**config.mk**
```make
export PLATFORM = sky130hd
export DESIGN_NAME = stream_demux
export DESIGN_NICKNAME = d
export VERILOG_FILES = /design/src/rtl/mux_pkg.sv /design/src/rtl/onehot_decoder.sv /design/src/rtl/stream_demux.sv
export SDC_FILE = /design/constraint.sdc
export NUM_CORES = 1
export LEC_CHECK = 0
export CELL_PAD_IN_SITES_DETAIL_PLACEMENT = 0
export CELL_PAD_IN_SITES_GLOBAL_PLACEMENT = 1
export CORE_MARGIN = 2
export CORE_UTILIZATION = 34
export CTS_CLUSTER_SIZE = 25
export DETAILED_ROUTE_END_ITERATION = 8
export GPL_TIMING_DRIVEN = 0
export PLACE_DENSITY_LB_ADDON = 0.08
export SYNTH_ARGS = -nofsm -noshare
export SYNTH_HDL_FRONTEND = slang
export SYNTH_SLANG_ARGS = --single-unit
```
**constraint.sdc**
```tcl
create_clock -name clk -period 2.5 [get_ports clk]
set_input_delay 0.625 -clock clk [delete_from_list [all_inputs] [get_ports clk]]
set_output_delay 0.625 -clock clk [all_outputs]
set_load 0.02 [all_outputs]
```
**src/rtl/mux_pkg.sv**
```systemverilog
// Shared definitions for the lane-select mux/demux family: default sizes,
// the lane-select width helper and the lane index type.
package mux_pkg;

    // Ceiling log2, usable in constant expressions for parameter defaults.
    function automatic int clog2(input int value);
        int result;
        result = 0;
        for (int i = 0; i < 31; i++) begin
            if ((1 << i) < value) begin
                result = i + 1;
            end
        end
        return result;
    endfunction

    localparam int DEFAULT_WIDTH = 8;
    localparam int DEFAULT_LANES = 4;
    localparam int DEFAULT_CNT_W = 16;
    localparam int DEFAULT_SEL_W = clog2(DEFAULT_LANES);

    typedef logic [DEFAULT_SEL_W-1:0] sel_t;

endpackage

```
**src/rtl/onehot_decoder.sv**
```systemverilog
// Binary lane index to one-hot lane enable vector.
module onehot_decoder
    import mux_pkg::*;
#(
    parameter int LANES = DEFAULT_LANES,
    parameter int SEL_W = clog2(LANES)
) (
    input  logic [SEL_W-1:0] sel,
    output logic [LANES-1:0] onehot
);

    always_comb begin
        onehot      = '0;
        onehot[sel] = 1'b1;
    end

endmodule

```
**src/rtl/stream_demux.sv**
```systemverilog
// One valid/ready producer stream distributed over LANES consumer lanes, each
// lane holding one word so a stalled consumer only blocks words aimed at it.
module stream_demux
    import mux_pkg::*;
#(
    parameter int WIDTH = DEFAULT_WIDTH,
    parameter int LANES = DEFAULT_LANES,
    parameter int SEL_W = clog2(LANES),
    parameter int CNT_W = DEFAULT_CNT_W
) (
    input  logic                   clk,
    input  logic                   rst,
    input  logic                   rr_mode,
    input  logic                   in_valid,
    output logic                   in_ready,
    input  logic [WIDTH-1:0]       in_data,
    input  logic [SEL_W-1:0]       in_sel,
    output logic [LANES-1:0]       out_valid,
    input  logic [LANES-1:0]       out_ready,
    output logic [LANES*WIDTH-1:0] out_data,
    output logic [SEL_W-1:0]       rr_ptr,
    output logic [CNT_W-1:0]       xfer_count
);

    logic [SEL_W-1:0] target;
    logic             accept;
    logic [LANES-1:0] lane_hit;
    logic [LANES-1:0] load;

    // A lane can take a new word when empty or when it drains this same cycle.
    assign target   = rr_mode ? rr_ptr : in_sel;
    assign in_ready = !rst && (!out_valid[target] || out_ready[target]);
    assign accept   = in_valid && in_ready;

    onehot_decoder #(
        .LANES (LANES),
        .SEL_W (SEL_W)
    ) u_decoder (
        .sel    (target),
        .onehot (lane_hit)
    );

    assign load = lane_hit & {LANES{accept}};

    for (genvar i = 0; i < LANES; i++) begin : g_lane
        // Load wins over drain, so a drain+load cycle keeps the lane valid.
        always_ff @(posedge clk) begin
            if (rst) begin
                out_valid[i]                <= 1'b0;
                out_data[i*WIDTH +: WIDTH]  <= '0;
            end else if (load[i]) begin
                out_valid[i]                <= 1'b1;
                out_data[i*WIDTH +: WIDTH]  <= in_data;
            end else if (out_ready[i]) begin
                out_valid[i]                <= 1'b0;
            end
        end
    end

    // The pointer only moves on an accepted word, so a full lane is never skipped.
    always_ff @(posedge clk) begin
        if (rst) begin
            rr_ptr     <= '0;
            xfer_count <= '0;
        end else if (accept) begin
            xfer_count <= xfer_count + 1'b1;
            if (rr_mode) begin
                rr_ptr <= rr_ptr + 1'b1;
            end
        end
    end

endmodule

```
==> impl_results.md, run 1 <==
- Status: finished, final reports clean
- Final-report hold violation count: 0
- HP Class: flip-flop to flip-flop
- First-pass GRT wire length: between 9000 and 10000 um
- Initial antenna violation count: 0
- Final nets: 330
- Compound-Gate Fraction of Synth Area: 0.0708
- Synth Cell Area: roughly 2200 um2
- PwrDens: about 520 nW/um2
- Crit path time final: 2.48 ns
- Post-synthesis xor/xnor area fraction: 0.0317
- Type of origin of the critical path: input port
- Yosys warnings: 0
- Layout cells sized above 1: 0.115
- Via count: about 1900
- Avg WL per Cell: 14.5 um
- Largest net degree at the start of global routing: 20
- Critical path arrival: 1.86 ns
- Routed Antenna Nets: 0
- Die width: between 80 and 90 um
- Total core area: 6310 um2
- CTS Root Cell: clkbuf_8
- TritonCTS clock tree: built
- Post-Route Skew: around 0.011 ns
- Worst R2R Path Depth: 7
- Max Slew Vio Count: 0
- Io pins: 73
- Crit Path Class: input port to primary output
- Number of I/O port buffers: 70
- Number of global-route vias before repair: ~1800
- Bufs and invs on worst path: 2
- Max Cap Viol: 0
- Crit path cell chain: clkdlybuf4s15_1 -> mux2i_4 -> mux4_2 -> and2_4 -> buf_6
- RSZ-0062 raised after global routing: false
- N_diodes: 0
- Slowest stage delay, CP: around 0.57 ns
- Crit. End Element: primary output
- Post-Synth Adder-Cell Area: 0.00566
- All-Layer GR Usage: 0.163
- Die area: approximately 7200 um2
- # rows: 29
- TritonCTS Buffers: 5
- Insertion delay to the later sink of the worst-skew pair: roughly 0.32 ns
- Post-Synthesis Cells: around 230
- Critical path depth: 5
- Non-filler cells, final: slightly below 400
- DR pass1 iterations: 4
- Util after Layout: 0.504
- Slowest stage cell, crit path: mux4_2
- Post-synth net total: 247
- # clock sinks: 54
- Residual DRC count: 0
- H-tree depth: 2
- Clock Path Buffers: 2
- Initial Util: 0.350
- Post-synthesis cell type count: 33
- Grt total ovfl: 0
- Global placement routability congestion: roughly 0.73
- Leak: about 1.2 nW
- Multiplexer share of the synthesized area: 0.185
- Initial detailed-routing violation count: 76
- Max_slew headroom: 0.514
- Final period utilization: 0.992
- Avg Cell Area, Syn: slightly below 10 um2
- Final HPWL DP: between 3000 and 4000 um
- Crit-path leading delay family: multiplexers
- VDD IR-drop max: between 0.0002 and 0.00025 V
- Area growth from synthesis to layout: 43.9%
- Register bit total from synthesis: 54
- CTS clk-pin slew, worst paths: 0.10 ns
- Max FO, Critical Path: 2
- Simple-Gate Fraction of Synth Area: 0.189
- Main combinational cell family by area after synthesis: simple AND/OR/NAND/NOR gates
- Final setup violation count: 0
- F_max: slightly above 0.4 GHz
- Hold Worst Slack: 0.495 ns
- Cell Count Post-Placement: between 300 and 400
- Register area share after synthesis: 0.489
- Die Span Y: 84.6 um
- Slew @ Worst Pin: around 0.73 ns
- Total wire length: 5630 um
- Via/cell ratio: 4.84
- Data required, critical path: 1.88 ns
- Hold path cells: 2
## final cells by class
class	instances	area (um2)
fillers	613	3130
multi-input cells	160	1100
flip-flops and latches	54	1080
repair buffers	76	742
well taps	77	96.3
clock buffers	5	68.8
plain buffers	11	51.3
clock inverters	3	28.8
inverters	3	11.3
## worst reg2reg max path, stage by stage, from the launching register on
cell and delay (ns):
dfxtp_1 0.36, mux2i_4 0.17, buf_4 0.13, buf_4 0.12, mux2_2 0.37, a22oi_2 0.40, nor2b_1 0.09, a31o_2 0.22
## registers in the layout (all words and copies together), names as in the netlist
name / flops
out_data: 32
out_valid: 4
xfer_count: 16
rr_ptr: 2
## worst paths after layout
path	slack, ns	start	endpoint
worst min register to register	0.49	xfer_count[15]$_SDFFE_PP0P_	xfer_count[15]$_SDFFE_PP0P_
worst max-delay path	0.02	in_sel[1]	in_ready
worst max register to register	0.53	rr_ptr[1]$_SDFFE_PP0P_	xfer_count[1]$_SDFFE_PP0P_
worst min-delay path	0.49	xfer_count[15]$_SDFFE_PP0P_	xfer_count[15]$_SDFFE_PP0P_
## cells by family (layout without fill, tap and decap cells)
family | count (synthesis) | in the layout
muxes | 38 | 38
AOI/OAI and AO/OA | 23 | 23
adders and majority gates | 1 | 1
and+or+nand+nor | 90 | 90
buffers and inverters | 14 | 98
DFF | 54 | 54
xor gates and xnor gates | 8 | 8
## stage by stage
| stage | power [mW] | setup TNS (ns) | cell area (um2) | setup WS, ns |
|---|---|---|---|---|
| floorplan | 1.03 | 0 | 2210 | 0.110 |
| global placement | 1.13 | -11.48 | 3010 | -1.19 |
| detailed placement | 1.13 | -11.70 | 3010 | -1.18 |
| CTS | 1.66 | 0 | 3170 | 0.0209 |
| global route | 1.72 | 0 | 3180 | 0.00181 |
| finish | 1.64 | 0 | 3180 | 0.0192 |
## where the power goes
part | switching (mW) | internal [mW]
clock | 0.319 | 0.208
sequential | 0.0171 | 0.881
combinational | 0.110 | 0.106
total | 0.446 | 1.20
## synthesized netlist by cell type
| cell | instances | area share |
|---|---|---|
| nor4_1 | 2 | 0.0057 |
| mux2i_4 | 1 | 0.010 |
| mux4_2 | 1 | 0.010 |
| nand3b_1 | 1 | 0.0034 |
| nand2_1 | 7 | 0.012 |
| inv_1 | 3 | 0.0051 |
| nand3_1 | 5 | 0.011 |
| o211ai_1 | 1 | 0.0034 |
| a22oi_2 | 2 | 0.011 |
| a21oi_1 | 8 | 0.018 |
| clkbuf_2 | 1 | 0.0023 |
| o31ai_1 | 2 | 0.0068 |
| nor3_1 | 2 | 0.0045 |
| buf_4 | 1 | 0.0034 |
| xor2_1 | 8 | 0.032 |
| ha_1 | 1 | 0.0057 |
| o41ai_1 | 2 | 0.0079 |
| or3_1 | 5 | 0.014 |
| nand4_1 | 8 | 0.023 |
| mux2_2 | 3 | 0.015 |
| nor2_1 | 49 | 0.083 |
| or4_1 | 1 | 0.0034 |
| nand2b_1 | 5 | 0.014 |
| nand2_2 | 1 | 0.0028 |
| o311ai_0 | 2 | 0.0079 |
| a31o_2 | 1 | 0.0040 |
| buf_2 | 4 | 0.0091 |
| clkbuf_1 | 5 | 0.0085 |
| o21ai_0 | 5 | 0.011 |
| dfxtp_1 | 54 | 0.49 |
| mux2i_1 | 33 | 0.15 |
| nor2b_1 | 3 | 0.0085 |
| and2_2 | 1 | 0.0034 |
## layer usage
metal  wire length [um]  share of wire  vias to the layer above  GRT usage
met2               2460           0.44                       50      0.243
met5                  0              0                        -          0
met3                301          0.053                        5     0.0442
li1                   -              -                      964          -
met4                 69          0.012                        0     0.0519
met1               2800           0.50                      864      0.230
## cells in the final DEF, fill, tap and decap left out, types with 4 or more instances in the layout
cell type,Yosys,final
nand3_1,5,5
xor2_1,8,8
dfxtp_1,54,54
clkbuf_1,5,5
buf_4,1,7
or3_1,5,5
mux2i_1,33,33
nand2b_4,0,4
nand2_1,7,7
nand4_1,8,8
buf_2,4,4
o21ai_0,5,5
dlygate4sd2_1,0,5
a21oi_1,8,8
clkdlybuf4s50_1,0,62
clkbuf_8,0,5
nor2_1,49,49
## what timing repair did
item,CTS,global route
pin swaps,1,0
cloned,0,0
hold buffers,0,0
setup endpoints to repair,16,1
buffers inserted,5,1
gates resized for setup,25,1
Power figures use the tool's default switching activity.
==> inputs of run 2 (changes only) <==
CORE_UTILIZATION = 35   (was 34)
CTS_BUF_LIST = sky130_fd_sc_hd__clkbuf_8   (was default)
==> run 2 against run 1 <==
Compared with the run above:
- flip-flop and latch count did not move
- first-iteration DRC count fell by 42%
- non-clock buffer count fell by 1
- global-route usage rose by 0.85 points
- die area fell by 2.7%
- clock power rose by 3%
- register-to-register slack improved by 0.06 ns
- maximum frequency rose by 1.7%
==> impl_results.md, run 2 (synthesis gave the netlist of run 1 again) <==
- Total core area: roughly 6000 um2
- Busiest layer in global routing: met2
- Number of global-route vias before repair: between 1500 and 2000
- Total wire length: about 5700 um
- DR pass1 iterations: 4
- Bufs and invs on worst path: 2
- Most used cell, CP: buf_6
- RSZ-0062 raised after global routing: false
- Final HPWL DP: a little under 4000 um
- Grt total ovfl: 0
- Initial antenna violation count: 0
- Slowest stage cell, crit path: mux4_2
- Met1 Use GR: 0.216
- Setup slack after layout: between 0.06 and 0.07 ns
- Max Cap Viol: 0
- Post-Route Skew: about 0.0046 ns
- Number of flip-flops in the largest register: 32
- Routed Antenna Nets: 0
- Clock Path Buffers: 2
- Type of origin of the critical path: input port
- All-Layer GR Usage: 0.172
- Global placement routability congestion: approximately 0.78
- TritonCTS clock tree: built
- Avg WL per Cell: ~15 um
- Insertion delay to the later sink of the worst-skew pair: slightly above 0.3 ns
- Crit Path Class: input port to primary output
- FF-to-FF End: xfer_count[1]$_SDFFE_PP0P_
- Die area: 6960 um2
- Most frequent cells in the layout: clkdlybuf4s50_1, dfxtp_1, nor2_1
- CTS Hold Buffers Added: 0
- # clock sinks: 54
- Slew @ Worst Pin: about 0.75 ns
- Critical path depth: 5
- Layout cells sized above 1: 0.116
- Via count: ~1900
- HP Class: flip-flop to flip-flop
- Status: finished, final reports clean
- Regs by FF count: out_data x32, xfer_count x16, out_valid x4
- Die width: approximately 83 um
- Via/cell ratio: 4.94
- Crit path from: rr_mode
- Reg2reg setup slack: a little under 0.6 ns
- Crit. End Element: primary output
- Crit-path leading delay family: multiplexers
- Biggest register: out_data
- Final-report hold violation count: 0
- Die Span Y: ~83 um
- PwrDens: about 520 nW/um2
- # rows: 28
- Non-filler cells, final: 386
- Critical path arrival: 1.81 ns
- Max_slew headroom: 0.502
- Area growth from synthesis to layout: 43.3%
- Initial detailed-routing violation count: 44
- VDD IR-drop max: ~0.00034 V
- Largest net degree at the start of global routing: 18
- GRT met3 Usage: 0.0544
- Setup crit end: in_ready
- Max FO, Critical Path: 5
- N_diodes: 0
- Worst R2R Path Depth: 6
- Number of I/O port buffers: 70
- R2r startpoint: rr_ptr[1]$_SDFFE_PP0P_
- TritonCTS Buffers: 5
- Final setup violation count: 0
- Leak: 1.22 nW
- CTS Root Cell: clkbuf_8
- Io pins: between 70 and 80
- First-pass GRT wire length: 9690 um
- CTS clk-pin slew, worst paths: 0.10 ns
- H-tree depth: 2
- Data required, critical path: roughly 1.9 ns
- Crit path time final: 2.44 ns
- F_max: between 0.4 and 0.5 GHz
- Met2 Use GR: 0.286
- Final nets: 329
- Residual DRC count: 0
- Most common cell after layout, fill and taps aside: clkdlybuf4s50_1
- Max Slew Vio Count: 0
- Crit path cell chain: buf_6 -> mux2i_4 -> mux4_2 -> and2_4 -> buf_6
- Final period utilization: 0.975
- Pre-CTS setup slack: -1.20 ns
- Slowest stage delay, CP: ~0.56 ns
- Cell Count Post-Placement: 373
- Initial Util: 0.367
run 2: changes by cell type in the layout (fill, tap and decap cells not counted), sizes merged:
cell | previous run | this run
buf | 13 | 12
clkbuf | 11 | 13
clkdlybuf4s15 | 1 | 0
clkinv | 2 | 0
clkinvlp | 0 | 1
run 2: where the power goes:
part / leakage, nW / switching (mW) / internal, mW
logic: 0.735 / 0.111 / 0.105
registers: 0.437 / 0.0170 / 0.881
clock network: 0.0478 / 0.312 / 0.229
run 2: metrics by stage:
step | setup TNS [ns] | utilization | cell area, um2 | total power, mW | hold slack, ns
after global routing | 0 | 0.526 | 3170 | 1.73 | 0.528
after global placement | -11.56 | 0.499 | 3000 | 1.13 | 0.461
final | 0 | 0.526 | 3170 | 1.65 | 0.489
after floorplan | 0 | - | 2210 | 1.03 | 0.551
after detailed placement | -11.14 | 0.499 | 3000 | 1.13 | 0.477
after CTS | 0 | 0.526 | 3170 | 1.67 | 0.492
run 2: worst register-to-register path, cell delays in order, from the launching register on:
cell	delay (ns)
dfxtp_1	0.36
mux2i_4	0.17
buf_4	0.17
mux2_2	0.38
a22oi_2	0.42
nor2b_1	0.10
a31o_2	0.22
run 2: final cells by class:
class	instances	area [um2]
fill	598	2860
clock buffer	6	82.6
multi-input combinational	160	1100
tap	75	93.8
buffer	11	51.3
timing repair buffer	75	729
clock inverter	2	16.3
inverter	3	11.3
sequential	54	1080
run 2: timing repair:
| item | CTS | global route |
|---|---|---|
| pin swaps | 1 | 0 |
| setup endpoints to repair | 8 | 1 |
| cloned | 0 | 0 |
| buffers inserted | 5 | 0 |
| resized for setup | 25 | 2 |
run 2: worst min-delay path by stage:
stage | endpoint | slack, ns | from | cells past startpoint
final | xfer_count[15]$_SDFFE_PP0P_ | 0.49 | xfer_count[15]$_SDFFE_PP0P_ | 2
after global routing | xfer_count[15]$_SDFFE_PP0P_ | 0.53 | xfer_count[15]$_SDFFE_PP0P_ | 2
after CTS | xfer_count[15]$_SDFFE_PP0P_ | 0.49 | xfer_count[15]$_SDFFE_PP0P_ | 2
after detailed placement | xfer_count[15]$_SDFFE_PP0P_ | 0.48 | xfer_count[15]$_SDFFE_PP0P_ | 2
after global placement | xfer_count[15]$_SDFFE_PP0P_ | 0.46 | xfer_count[15]$_SDFFE_PP0P_ | 2
after floorplan | xfer_count[15]$_SDFFE_PP0P_ | 0.55 | xfer_count[15]$_SDFFE_PP0P_ | 2
run 2: per-layer routing:
layer,wire length (um),part of all wire,vias up
met4,55,0.0096,0
met5,0,0,-
met1,2650,0.46,899
li1,-,-,953
met3,340,0.059,5
met2,2690,0.47,48
==> inputs of run 3 (changes only) <==
PLACE_DENSITY = 0.88   (was default)
PLACE_DENSITY_LB_ADDON = default   (was 0.08)
RECOVER_POWER = 100   (was default)
SLEW_MARGIN = 20   (was default)
==> run 3 against run 2 <==
Compared with the run above:
- via count down 0.47%
- critical path depth is the same
- non-clock buffer count rose by 2
- critical path type unchanged
- cell area is 0.12% lower
- maximum frequency increased by 0.17%
==> impl_results.md, run 3 (synthesis gave the netlist of run 1 again) <==
- Crit-path leading delay family: multiplexers
- Status: finished, final reports clean
- Net Switching: about 0.42 mW
- Final HPWL DP: 4020 um
- Crit path cell chain: buf_6 -> mux2i_4 -> mux4_2 -> and2_4 -> buf_6
- Fill cell count: just under 600
- Most used cell, CP: buf_6
- Routed Antenna Nets: 0
- Final nets: 331
- CTS Root Cell: clkbuf_8
- Final instance area: 3160 um2
- Final setup violation count: 0
- Slowest stage delay, CP: about 0.55 ns
- Max_slew headroom: 0.515
- Residual DRC count: 0
- # clock sinks: 54
- Number of flip-flops in the largest register: 32
- Post-Route Skew: approximately 0.0054 ns
- Die area: around 7000 um2
- Total core area: between 6000 and 7000 um2
- N_diodes: 0
- CTS Hold Buffers Added: 0
- CTS clk-pin slew, worst paths: 0.09 ns
- Slowest stage cell, crit path: mux4_2
- Global placement routability congestion: slightly above 0.8
- Number of I/O port buffers: 70
- Non-filler cells, final: ~390
- Biggest register: out_data
- Area growth from synthesis to layout: 43.1%
- First-pass GRT wire length: about 9000 um
- RSZ-0062 raised after global routing: false
- Insertion delay to the later sink of the worst-skew pair: 0.31 ns
- All-Layer GR Usage: 0.161
- Number of global-route vias before repair: 1853
- Cell Count Post-Placement: between 300 and 400
- Type of origin of the critical path: input port
- Data required, critical path: approximately 1.9 ns
- Final period utilization: 0.974
- Avg WL per Cell: approximately 14 um
- Max Slew Vio Count: 0
- Initial Util: 0.367
- Most frequent cells in the layout: dfxtp_1, dlygate4sd3_1, nor2_1
- Largest net degree at the start of global routing: 18
- Crit Path Class: input port to primary output
- HP Class: flip-flop to flip-flop
- Crit path time final: between 2 and 2.5 ns
- F_max: 0.411 GHz
- Initial antenna violation count: 0
- Slew @ Worst Pin: between 0.7 and 0.8 ns
- Setup slack after layout: about 0.066 ns
- Critical path arrival: about 1.8 ns
- DR pass1 iterations: 4
- PwrDens: roughly 500 nW/um2
- Pwr Total: ~1.6 mW
- TritonCTS Buffers: 5
- # rows: 28
- Grt total ovfl: 0
- Clock network power share: 0.309
- Max Cap Viol: 0
- Regs by FF count: out_data x32, xfer_count x16, out_valid x4
- Sequential share of power: 0.560
- Die Span Y: ~83 um
- H-tree depth: 2
- Via count: 1896
- Total wire length: around 5500 um
- Bufs and invs on worst path: 2
- Initial detailed-routing violation count: 77
- Final-report hold violation count: 0
- Comb pwr share: 0.131
- Net Sw Frac: 0.264
- Clock Path Buffers: 2
- Leak: 1.40 nW
- Crit. End Element: primary output
- P_int: roughly 1.2 mW
- Max FO, Critical Path: 5
- Io pins: between 70 and 80
- Layout cells sized above 1: 0.0990
- Pre-CTS setup slack: -1.20 ns
- TritonCTS clock tree: built
- Die width: ~83 um
- Via/cell ratio: 4.89
- VDD IR-drop max: about 0.00028 V
- Area post-placement: ~3000 um2
## run 3: cell count changes in the layout (fill, tap and decap cells not counted), moves of 2 or more
cell             change
clkdlybuf4s50_1     -54
dlygate4sd3_1       +54
clkbuf_1             +4
buf_2                -3
clkbuf_4             +2
## run 3: final cells by class
class / count / area, um2 / share of cell area
multi-input cells: 160 / 1100 / 0.347
flip-flops and latches: 54 / 1080 / 0.342
repair buffers: 77 / 741 / 0.234
well taps: 75 / 93.8 / 0.0297
clock buffers: 5 / 68.8 / 0.0218
plain buffers: 11 / 47.5 / 0.0150
clock inverters: 3 / 21.3 / 0.00672
inverters: 3 / 11.3 / 0.00356
## run 3: per-stage QoR
stage,TNS [ns],hold WS (ns),util
2_1_floorplan,0,0.551,-
3_3_place_gp,-10.35,0.460,0.499
3_5_place_dp,-11.91,0.482,0.499
4_1_cts,0,0.500,0.526
5_1_grt,0,0.519,0.525
6_report,0,0.490,0.525
## run 3: repair_timing
item	in CTS	in global routing
buffers inserted	6	1
endpoints found under the setup margin	15	1
pin swaps	1	0
gates resized for setup	25	2
## run 3: final timing paths
kind | start | to | slack [ns] | cells after the start
setup / recovery | rr_mode | in_ready | 0.07 | 5
hold / removal | xfer_count[15]$_SDFFE_PP0P_ | xfer_count[15]$_SDFFE_PP0P_ | 0.49 | 2
setup reg to reg | rr_ptr[1]$_SDFFE_PP0P_ | out_data[22]$_SDFFE_PP0P_ | 0.32 | 8
hold reg to reg | xfer_count[15]$_SDFFE_PP0P_ | xfer_count[15]$_SDFFE_PP0P_ | 0.49 | 2
## run 3: worst reg2reg max path: stages, from the launching register on
cell and delay [ns]:
dfxtp_1 0.41, mux2i_4 0.10, clkbuf_4 0.14, clkbuf_4 0.12, buf_4 0.14, nor4_1 0.25, clkbuf_1 0.56, mux2i_1 0.27
nor2_1 0.06
## run 3: metal layers
| metal | routed length [um] | track usage | vias up |
|---|---|---|---|
| li1 | - | - | 964 |
| met1 | 2340 | 0.197 | 870 |
| met2 | 2610 | 0.257 | 57 |
| met3 | 514 | 0.0762 | 5 |
| met4 | 57 | 0.0396 | 0 |
| met5 | 0 | 0 | - |
## run 3: power by group through the flow
stage	sequential, mW	clock [mW]	combinational [mW]
global route	0.901	0.536	0.227
finish	0.897	0.495	0.210
global placement	0.916	0	0.207
floorplan	0.941	0	0.0847
detailed placement	0.917	0	0.209
CTS	0.898	0.512	0.219
